### src/rtl/uart_rx_frame.sv
// uart_rx_frame: UART frame receiver with a valid/ready output holding register.
// The line is sampled at mid-bit through a 2-flop synchronizer. The framing,
// parity and overrun outcomes are reported as one-cycle pulses.
// Optional feature: define UART_RX_FRAME_PARITY_EN to receive and check a parity
// bit after the data bits. Without it, o_parity_err is tied to 0.
module uart_rx_frame #(
  parameter int G_CLOCK_FREQ      = 20000000,
  parameter int G_BAUDRATE        = 115200,
  parameter int G_DATA_WIDTH      = 8,
  parameter int G_STOP_BIT_NUMBER = 1,
  parameter int G_FIRST_BIT       = 0,
  parameter int G_PARITY          = 0
) (
  input  logic                    clk,
  input  logic                    rst_n,
  input  logic                    i_rx,
  output logic [G_DATA_WIDTH-1:0] o_data,
  output logic                    o_valid,
  input  logic                    i_ready,
  output logic                    o_parity_err,
  output logic                    o_frame_err,
  output logic                    o_overrun,
  output logic                    o_busy
);

  localparam int C_DIV   = G_CLOCK_FREQ / G_BAUDRATE;
  localparam int C_HALF  = C_DIV / 2;
  localparam int C_CNT_W = (C_DIV > 1) ? $clog2(C_DIV) : 1;
  localparam logic [C_CNT_W-1:0] C_BIT_END = C_CNT_W'(C_DIV - 1);
  localparam logic [C_CNT_W-1:0] C_MID_END = C_CNT_W'(C_HALF - 1);

  typedef enum logic [2:0] {S_IDLE, S_START, S_DATA, S_PARITY, S_STOP} state_t;

  state_t                  state_q, state_d;
  logic                    rx_meta, rx_s, rx_prev;
  logic [C_CNT_W-1:0]      cnt_q;
  logic [3:0]              bit_cnt_q;
  logic                    stop_cnt_q;
  logic                    stop_err_q;
  logic [G_DATA_WIDTH-1:0] shreg_q;
  logic                    bit_tick, last_data, last_stop;
  logic                    frame_done, frame_bad, parity_bad;

  // Synchronize the asynchronous line and keep one cycle of history for edge detection.
  always_ff @(posedge clk or negedge rst_n) begin
    if (!rst_n) begin
      rx_meta <= 1'b1;
      rx_s    <= 1'b1;
      rx_prev <= 1'b1;
    end else begin
      // NOTE: non-blocking assignments make each flop take the pre-edge value of the one before it.
      rx_meta <= i_rx;
      rx_s    <= rx_meta;
      rx_prev <= rx_s;
    end
  end

  assign bit_tick   = (cnt_q == C_BIT_END);
  assign last_data  = (bit_cnt_q == 4'(G_DATA_WIDTH - 1));
  assign last_stop  = (stop_cnt_q == 1'(G_STOP_BIT_NUMBER - 1));
  assign frame_done = (state_q == S_STOP) && bit_tick && last_stop;
  assign frame_bad  = stop_err_q | ~rx_s;
  assign o_busy     = (state_q != S_IDLE);

  // State register.
  always_ff @(posedge clk or negedge rst_n) begin
    if (!rst_n) state_q <= S_IDLE;
    else        state_q <= state_d;
  end

  // Next-state logic: start-bit qualification, bit counting, return to idle.
  always_comb begin
    // NOTE: default first so every path assigns state_d and no latch is inferred.
    state_d = state_q;
    case (state_q)
      S_IDLE:   if (!rx_s && rx_prev) state_d = S_START;
      S_START:  if (cnt_q == C_MID_END) state_d = rx_s ? S_IDLE : S_DATA;
      S_DATA: begin
        if (bit_tick && last_data) begin
`ifdef UART_RX_FRAME_PARITY_EN
          state_d = S_PARITY;
`else
          state_d = S_STOP;
`endif
        end
      end
      S_PARITY: if (bit_tick) state_d = S_STOP;
      S_STOP:   if (bit_tick && last_stop) state_d = S_IDLE;
      default:  state_d = S_IDLE;
    endcase
  end

  // Baud/bit counters and the data shift register.
  always_ff @(posedge clk or negedge rst_n) begin
    if (!rst_n) begin
      cnt_q      <= '0;
      bit_cnt_q  <= '0;
      stop_cnt_q <= 1'b0;
      stop_err_q <= 1'b0;
      // NOTE: the shifter is reset too; it feeds o_data and is cheap to clear.
      shreg_q    <= '0;
    end else begin
      if (state_q == S_IDLE || state_d != state_q || bit_tick) cnt_q <= '0;
      else                                                     cnt_q <= cnt_q + 1'b1;

      if (state_q != S_DATA) bit_cnt_q <= '0;
      else if (bit_tick)     bit_cnt_q <= bit_cnt_q + 1'b1;

      if (state_q != S_STOP) stop_cnt_q <= 1'b0;
      else if (bit_tick)     stop_cnt_q <= stop_cnt_q + 1'b1;

      if (state_q == S_IDLE)                     stop_err_q <= 1'b0;
      else if (state_q == S_STOP && bit_tick && !rx_s) stop_err_q <= 1'b1;

      if (state_q == S_DATA && bit_tick) begin
        if (G_FIRST_BIT == 0) shreg_q <= {rx_s, shreg_q[G_DATA_WIDTH-1:1]};
        else                  shreg_q <= {shreg_q[G_DATA_WIDTH-2:0], rx_s};
      end
    end
  end

`ifdef UART_RX_FRAME_PARITY_EN
  logic par_bit_q;

  assign parity_bad = (((^shreg_q) ^ par_bit_q) != 1'(G_PARITY));

  // Capture the parity bit and flag a bad parity on an otherwise well-framed frame.
  always_ff @(posedge clk or negedge rst_n) begin
    if (!rst_n) begin
      par_bit_q    <= 1'b0;
      o_parity_err <= 1'b0;
    end else begin
      if (state_q == S_PARITY && bit_tick) par_bit_q <= rx_s;
      o_parity_err <= frame_done & ~frame_bad & parity_bad;
    end
  end
`else
  assign parity_bad   = 1'b0;
  assign o_parity_err = 1'b0;
`endif

  // Frame outcome and output holding register with valid/ready handshake.
  always_ff @(posedge clk or negedge rst_n) begin
    if (!rst_n) begin
      o_data      <= '0;
      o_valid     <= 1'b0;
      o_frame_err <= 1'b0;
      o_overrun   <= 1'b0;
    end else begin
      o_frame_err <= frame_done & frame_bad;
      o_overrun   <= 1'b0;
      if (frame_done && !frame_bad && !parity_bad) begin
        if (!o_valid || i_ready) begin
          o_data  <= shreg_q;
          o_valid <= 1'b1;
        end else begin
          o_overrun <= 1'b1;
        end
      end else if (o_valid && i_ready) begin
        o_valid <= 1'b0;
      end
    end
  end

endmodule

### config.mk
export PLATFORM = sky130hd
export DESIGN_NAME = uart_rx_frame
export DESIGN_NICKNAME = d
export VERILOG_FILES = /design/src/rtl/uart_rx_frame.sv
export SDC_FILE = /design/constraint.sdc
export NUM_CORES = 1
export LEC_CHECK = 0
export ABC_AREA = 0
export CORE_ASPECT_RATIO = 0.75
export CORE_UTILIZATION = 45
export DETAILED_ROUTE_END_ITERATION = 8
export PLACE_DENSITY = 0.65
export SETUP_SLACK_MARGIN = 0.02
export SYNTH_ARGS = -nofsm -noshare
export SYNTH_HDL_FRONTEND = slang
export SYNTH_SLANG_ARGS = --single-unit
### constraint.sdc
create_clock -name clk -period 1.7 [get_ports clk]
set_clock_uncertainty 0.05 [all_clocks]
set_input_delay 0.34 -clock clk [delete_from_list [all_inputs] [get_ports clk]]
set_output_delay 0.34 -clock clk [all_outputs]
set_load 0.02 [all_outputs]
Word-level counts from Yosys, hierarchy flattened. Index checks and enable logic that the tools add are counted.

Shifts and indexed selects: 0. Bitwise logic cells: 4. Div/mod/pow operators: 0. Equality and inequality tests: 11. $mul: 0. Order comparisons: 0. $add $sub $neg: 3. Muxes and demuxes: 19. Reduce and logical (&&, ||, !) cells: 23.

Operators with widths (count): $mux W3 (5); $pmux W3 S5 (1); $logic_and A1 B1 Y1 (9); $mux W1 (9); $add A8 B1 Y8 const B (1); $eq A8 B7 Y1 const B (1); $eq A8 B8 Y1 const B (1); $mux W4 (2); $mux W8 (1); $reduce_bool A2 Y1 (4); $eq A3 B2 Y1 const B (2); $add A4 B1 Y4 const B (1); $eq A4 B3 Y1 const B (1); $reduce_and A2 Y1 (2); $eq A3 B1 Y1 const B (1); $eq A3 B3 Y1 const B (1); $logic_not A1 Y1 (3); $logic_not A3 Y1 (1); $logic_or A1 B1 Y1 (3); $ne A3 B2 Y1 const B (1); $ne A3 B3 Y1 (1); $ne A3 B3 Y1 const B (1); $reduce_bool A3 Y1 (1); $mux W2 (1); 5 further kinds (6).

Bits in writable memories: 0. Input bits: 4. Output and inout port bits: 13. Word-level logic and storage cells: 73. Memories: 0. Bits in read-only memories: 0. Bits in latches: 0. Flip-flop bits (word level): 39.

Logic depth before layout (Yosys ltp). Gate-level depths: netlist of the first run.

Depth after elaboration: 8. Gate-level depth with buffers: 7. Depth with buffers taken out: 6.

Worst setup path before layout of the first run. OpenSTA, ideal clock, no wires.

Kind: reg-to-reg. Start: reg cnt_q[0]. End: reg shreg_q[0]. Stages on the path, launching flop included: 8. Period minus slack after synthesis: 1813 ps. Data arrival time: 1638 ps. Library setup time: 125 ps. Required time: 1525 ps. Buffers on the path: 1. Setup slack: -113 ps. Path through: dfrtp_1 -> inv_1 -> ha_1 -> and4bb_2 -> nand2_4 -> or2_1 -> buf_6 -> mux2_4.

Longest elaborated chain between the ends: 2.

RTL lines: start: declaration (line 36) `logic [C_CNT_W-1:0] cnt_q;`; start signal: assignment (line 104) `else cnt_q <= cnt_q + 1'b1;`; $eq A8 B8 Y1 (line 58) `assign bit_tick = (cnt_q == C_BIT_END);`; $logic_and A1 B1 Y1 (line 115) `if (state_q == S_DATA && bit_tick) begin`; end signal: assignment (line 116) `if (G_FIRST_BIT == 0) shreg_q <= {rx_s, shreg_q[G_DATA_WIDTH-1:1]};`; end signal: assignment (line 117) `else shreg_q <= {shreg_q[G_DATA_WIDTH-2:0], rx_s};`; end: declaration (line 40) `logic [G_DATA_WIDTH-1:0] shreg_q;`.

No other way between the ends. A chain may end at the register's enable or synchronous reset.

Worst setup path after layout of the first run.
Start: reg cnt_q[1]. End: reg o_data[1].

Longest elaborated chain between the ends: 5.

RTL lines: $eq A8 B8 Y1 (line 58); $logic_and A1 B1 Y1 (2 in a row) (line 61) `assign frame_done = (state_q == S_STOP) && bit_tick && last_stop;`; $logic_and A1 B1 Y1 (line 152) `if (frame_done && !frame_bad && !parity_bad) begin`; $reduce_and A2 Y1 (no line); end signal: assignment (line 154) `o_data <= shreg_q;`; end: declaration (line 17) `output logic [G_DATA_WIDTH-1:0] o_data,`.

No other way between the ends.

==> flow_summary.json, run 1 <==
{
  "status": "complete, but fails checks",
  "violations": "setup timing",
  "wl_per_cell_um": 13.9,
  "min_period_ns": 1.80,
  "clkTransAtPathRegs_ns": 0.07,
  "critPathMaxStageDelay_ns": 0.39,
  "multi_input_area_sq_um": 811,
  "path_max_fanout": 6,
  "power.leakage_uw": 0.00125,
  "insertion_delay_ns": 0.29,
  "post-route-period-util": 1.06,
  "cts_buffers": 5,
  "cts_sinks": 39,
  "critical_path_class": "register to register",
  "synth.distinct_cells": 37,
  "synth_top_cell_area_share": 0.510,
  "htreeDepth": 2,
  "min_path_type": "register to register",
  "path_cells": "inv_2 > ha_1 > and4bb_2 > nand4_1 > nor2b_1 > buf_4 > mux2_4",
  "final-hold-violation-count": 0,
  "rows": 19,
  "hpwl_um": 2350,
  "syn_inst": 143,
  "ant_nets": 0,
  "setup_ws_ns": -0.0954,
  "clock.fmax_ghz": 0.557,
  "cts_buffer_depth": 2,
  "initialDrtViolationCount": 47,
  "syn_area_sq_um": 1770,
  "die_y_um": 56.2,
  "synth_edf_count": 0,
  "finalNetCount": 204,
  "worst_ep_arrival_time_ns": 1.92,
  "startpoint_type": "register",
  "yosysWarnings": 0,
  "async_flop_share": 1.00,
  "ir_drop_mv": 0.753,
  "viasPerCell": 4.82,
  "die_w_um": 74.3,
  "final_util": 0.653,
  "critPathSlowestCell": "dfrtp_1",
  "tritoncts": "built",
  "seqCellArea_sq_um": 981,
  "diodes": 0,
  "finalSetupViolCount": 17,
  "synth_top_cell_by_area": "dfrtp_1",
  "core_sq_um": 3710,
  "grt_pass1_wl_um": 5810,
  "ys_top_cells_by_area": "dfrtp_1 (51%), mux2_4 (6.8%), mux2_1 (5.1%)",
  "worstPathRequired_ns": 1.83,
  "powerDensity_nw_per_um2": 865,
  "grtUsageTotal": 0.192,
  "synth_seq_area_share": 0.555,
  "drt_first_pass_iters": 4,
  "grt_pass1_vias": 1227,
  "drc": 0,
  "post-place-ws_ns": -0.182,
  "drive_gt1_frac": 0.457,
  "grt_max_degree": 22,
  "cp_top_family": "simple AND/OR/NAND/NOR gates",
  "crit_path_end_kind": "register",
  "start_util": 0.476,
  "antenna_found_initial": 0,
  "area_delta_synth_final_pct": 37.1,
  "cap_violations": 0,
  "wl_um": 3460,
  "critPathBufInv": 2,
  "worst_hold_slack_ns": 0.316,
  "syn_nets": 151,
  "fillers": 290,
  "rsz0062_at_grt": "true",
  "placement.io_buffers": 15,
  "slew_violations": 0,
  "synth_seq_cells": 39,
  "avgSynthCellArea_sq_um": 12.3,
  "finalWeightedCongestion": 0.828,
  "die_area_sq_um": 4180,
  "ios": 17,
  "clockRootBuffer": "clkbuf_8",
  "vias": 1201,
  "ys.flop_type": "dfrtp_1",
  "grt_remaining_overflow": 0
}
worst reg2reg max path: stages (launching register included):
cell and delay [ns]:
dfrtp_1 0.39, inv_2 0.06, ha_1 0.12, and4bb_2 0.26, nand4_1 0.12, nor2b_1 0.17
buf_4 0.20, mux2_4 0.31
sequential cells by signal, summed over array words and instances (netlist names), 3 cells and up:
signal / count
shreg_q: 8
state_q: 3
bit_cnt_q: 4
o_data: 8
cnt_q: 8
Yosys cell counts (4+ instances only):
master   count
inv_1        5
nand3_1      8
xnor2_1      5
nor2_1      16
ha_1         4
dfrtp_1     36
nand2_1      5
xor2_1       6
mux2_4       8
mux2_1       8
power breakdown:
group	switching [uW]	leakage, uW	total [uW]	internal [uW]
Sequential	37.2	0.000522	1030	995
Combinational	243	0.000680	473	230
Clock	310	0.0000477	590	280
per-stage QoR:
step / TNS [ns] / cells / power (uW) / instance area (sq um)
2_1_floorplan: -1.45 / 143 / 1240 / 1770
3_3_place_gp: -2.15 / 233 / 1420 / 2150
3_5_place_dp: -2.73 / 233 / 1440 / 2150
4_1_cts: -1.01 / 246 / 2070 / 2310
5_1_grt: -2.33 / 249 / 2220 / 2420
6_report: -1.14 / 249 / 2090 / 2420
layout make-up:
| class | count | share of cell area |
|---|---|---|
| multi-input combinational | 92 | 0.335 |
| sequential | 39 | 0.405 |
| tap | 52 | 0.0269 |
| timing repair buffer | 53 | 0.191 |
| clock buffer | 5 | 0.0284 |
| inverter | 5 | 0.00775 |
| clock inverter | 3 | 0.00620 |
routing by layer:
metal	part of all wire	wire length, um	global-route usage	vias up
met3	0.027	92	0.0489	7
met5	0	0	0	-
met2	0.45	1570	0.261	15
met4	0.020	70	0.0889	0
li1	-	-	-	586
met1	0.50	1730	0.285	593
cells by family (layout without fill, tap and decap cells):
family,count (synthesis),count (layout),synth area share
XOR/XNOR,11,11,0.0546
other,1,1,0.00212
AND/OR/NAND/NOR,50,50,0.159
flip-flops,39,39,0.555
multiplexers,16,16,0.119
buffers and inverters,12,66,0.0432
AO/OA/AOI/OAI,10,10,0.0390
adder cells (fa/ha/maj),4,4,0.0283
timing repair:
item,4_1_cts,5_1_grt
endpoints found under the hold margin,16,0
pin swaps,1,7
hold buffers,1,0
endpoints found under the setup margin,18,36
buffers inserted,4,5
gates resized for setup,19,26
path summary, 6_finish.rpt:
path	to	slack (ns)	cells after the start	startpoint
min in group asynchronous	o_frame_err	0.48	2	rst_n
hold reg to reg	rx_s	0.32	0	rx_meta
setup reg to reg	o_data[1]	-0.1	7	cnt_q[1]
setup / recovery	o_data[1]	-0.1	7	cnt_q[1]
hold / removal	rx_s	0.32	0	rx_meta
max in group asynchronous	o_data[0]	0.60	3	rst_n
cells in the final DEF (no fill, tap or decap), drive strengths merged, types with 2 or more instances in the layout:
| cell type | synthesis | layout |
|---|---|---|
| clkbuf | 1 | 5 |
| nor4 | 2 | 2 |
| xor2 | 6 | 6 |
| clkdlybuf4s50 | 0 | 8 |
| or2 | 2 | 2 |
| dfrtp | 36 | 36 |
| nor2 | 16 | 16 |
| nand2 | 6 | 6 |
| nand2b | 2 | 2 |
| clkinv | 0 | 3 |
| and3 | 3 | 3 |
| a31oi | 2 | 2 |
| nand3 | 8 | 8 |
| o21ai | 2 | 2 |
| ha | 4 | 4 |
| xnor2 | 5 | 5 |
| dfstp | 3 | 3 |
| buf | 6 | 39 |
| mux2 | 16 | 16 |
| inv | 5 | 5 |
| or3 | 2 | 2 |
| dlymetal6s2s | 0 | 5 |
| a21oi | 3 | 3 |
| nor2b | 2 | 2 |
No activity file was read; power rests on OpenSTA's default activity.
==> run 2, diff against run 1 <==
SKIP_LAST_GASP = 1   (was not set)
==> run 2 against run 1 <==
The flow still finishes with violations (setup timing). Count of clock-buffer cells in the layout did not move. Sequential power is essentially flat. Final area down 1.7%. Largest power group unchanged. Register-to-register slack about the same. Clock power increased by 1%. Non-clock buffer count fell by 3. Critical path type unchanged. Wire length decreased by 2.3%. Flip-flop and latch count unchanged. Utilization decreased by 1.1 points. Final cell count decreased by 1.2%. Worst hold slack gained 0.0019 ns.
==> flow_summary.json, run 2 (same netlist as run 1, synthesis figures left out) <==
{
  "min_path_type": "register to register",
  "viasPerCell": 4.77,
  "wl_per_cell_um": 13.7,
  "placement.io_buffers": 15,
  "ios": 17,
  "min_period_ns": 1.79,
  "powerDensity_nw_per_um2": 880,
  "rrSetupSlack_ns": -0.09,
  "placed_cell_area_sq_um": 2150,
  "fillers": 295,
  "clkTransAtPathRegs_ns": 0.07,
  "hpwl_um": 2350,
  "hold_path_end": "rx_s",
  "initialDrtViolationCount": 56,
  "drc": 0,
  "startpoint_type": "register",
  "setup_tns_ns": -1.08,
  "grtUsageTotal": 0.191,
  "vias": 1174,
  "finalSetupViolCount": 16,
  "worst_ep_arrival_time_ns": 1.92,
  "diodes": 0,
  "core_sq_um": 3710,
  "clock.fmax_ghz": 0.558,
  "design_area_sq_um": 2380,
  "tritoncts": "built",
  "crit_path_end_kind": "register",
  "drt_first_pass_iters": 4,
  "ir_drop_mv": 0.748,
  "ant_nets": 0,
  "path_max_fanout": 6,
  "die_y_um": 56.2,
  "status": "complete, but fails checks",
  "timing.rr.start": "cnt_q[1]",
  "grt_pass1_wl_um": 5790,
  "violations": "setup timing",
  "post-route-period-util": 1.05,
  "setup_ws_ns": -0.0912,
  "start_util": 0.476,
  "critPathMaxStageDelay_ns": 0.39,
  "htreeDepth": 2,
  "grt_remaining_overflow": 0,
  "rows": 19,
  "insertion_delay_ns": 0.29,
  "top_regs": "cnt_q x8, o_data x8, shreg_q x8",
  "die_area_sq_um": 4180,
  "final-hold-violation-count": 0,
  "critPathSlowestCell": "dfrtp_1",
  "cp_top_family": "simple AND/OR/NAND/NOR gates",
  "final_common_cell": "dfrtp_1",
  "finalWeightedCongestion": 0.828,
  "rr_worst_depth": 7,
  "cap_violations": 0,
  "path_cells": "inv_2 > ha_1 > and4bb_2 > nand4_1 > nor2b_1 > buf_4 > mux2_4",
  "critPathBufInv": 2,
  "area_delta_synth_final_pct": 34.8,
  "clockRootBuffer": "clkbuf_8",
  "worstPathRequired_ns": 1.83,
  "slew_violations": 0,
  "reg2reg_to": "o_data[0]",
  "die_w_um": 74.3,
  "antenna_found_initial": 0,
  "layout_common_cells": "dfrtp_1 (36), buf_4 (31), mux2_4 (16)",
  "grt_pass1_vias": 1219,
  "power.leakage_uw": 0.00123,
  "cts_sinks": 39,
  "cts_buffers": 5,
  "cts_buffer_depth": 2,
  "rsz0062_at_grt": "true",
  "wl_um": 3380,
  "finalNetCount": 201,
  "hold_path_startpoint": "rx_meta",
  "grt_max_degree": 22,
  "critical_path_class": "register to register",
  "holdPathStages": 0,
  "drive_gt1_frac": 0.438
}
-- run 2: layout make-up --
class                      count  area, sq um  area share
inverter                       5         18.8     0.00789
clock inverter                 3         15.0     0.00631
sequential                    39          980       0.412
tap                           52         65.1      0.0273
multi-input combinational     92          803       0.338
timing repair buffer          50          429       0.180
clock buffer                   5         68.8      0.0289
-- run 2: metal layers --
layer  part of all wire  track usage  vias to the layer above
met5                  0            0                        -
met2               0.44        0.257                       15
li1                   -            -                      580
met1               0.52        0.286                      571
met3              0.033       0.0489                        8
met4              0.015       0.0889                        0
-- run 2: what timing repair did --
item / CTS / global route
buffers inserted: 4 / 2
setup endpoints to repair: 18 / 35
hold endpoints to repair: 16 / 0
resized for setup: 16 / 23
hold buffers: 1 / 0
pin swaps: 1 / 5
-- run 2: how the worst max path moves through the flow --
stage | start | endpoint | slack, ns | cells after the start
2_1_floorplan | cnt_q[0] | shreg_q[0] | -0.09 | 7
3_3_place_gp | cnt_q[1] | shreg_q[7] | -0.16 | 6
3_5_place_dp | cnt_q[1] | o_data[5] | -0.18 | 7
4_1_cts | state_q[2] | o_busy | -0.14 | 2
5_1_grt | cnt_q[1] | o_data[3] | -0.17 | 7
6_report | cnt_q[1] | o_data[0] | -0.09 | 7
-- run 2: stage by stage --
step / utilization / setup slack, ns / cells / hold slack, ns / total power (uW)
after floorplan: - / -0.0934 / 143 / -0.00559 / 1240
after global placement: 0.579 / -0.163 / 233 / 0.260 / 1420
after detailed placement: 0.579 / -0.182 / 233 / 0.263 / 1440
after CTS: 0.623 / -0.141 / 246 / 0.318 / 2070
after global routing: 0.642 / -0.169 / 246 / 0.326 / 2210
final: 0.642 / -0.0912 / 246 / 0.318 / 2090
-- run 2: report_power, final --
| group | leakage (uW) | switching, uW | internal (uW) |
|---|---|---|---|
| clock | 0.0000477 | 317 | 280 |
| combinational | 0.000660 | 242 | 222 |
| sequential | 0.000524 | 37.6 | 995 |
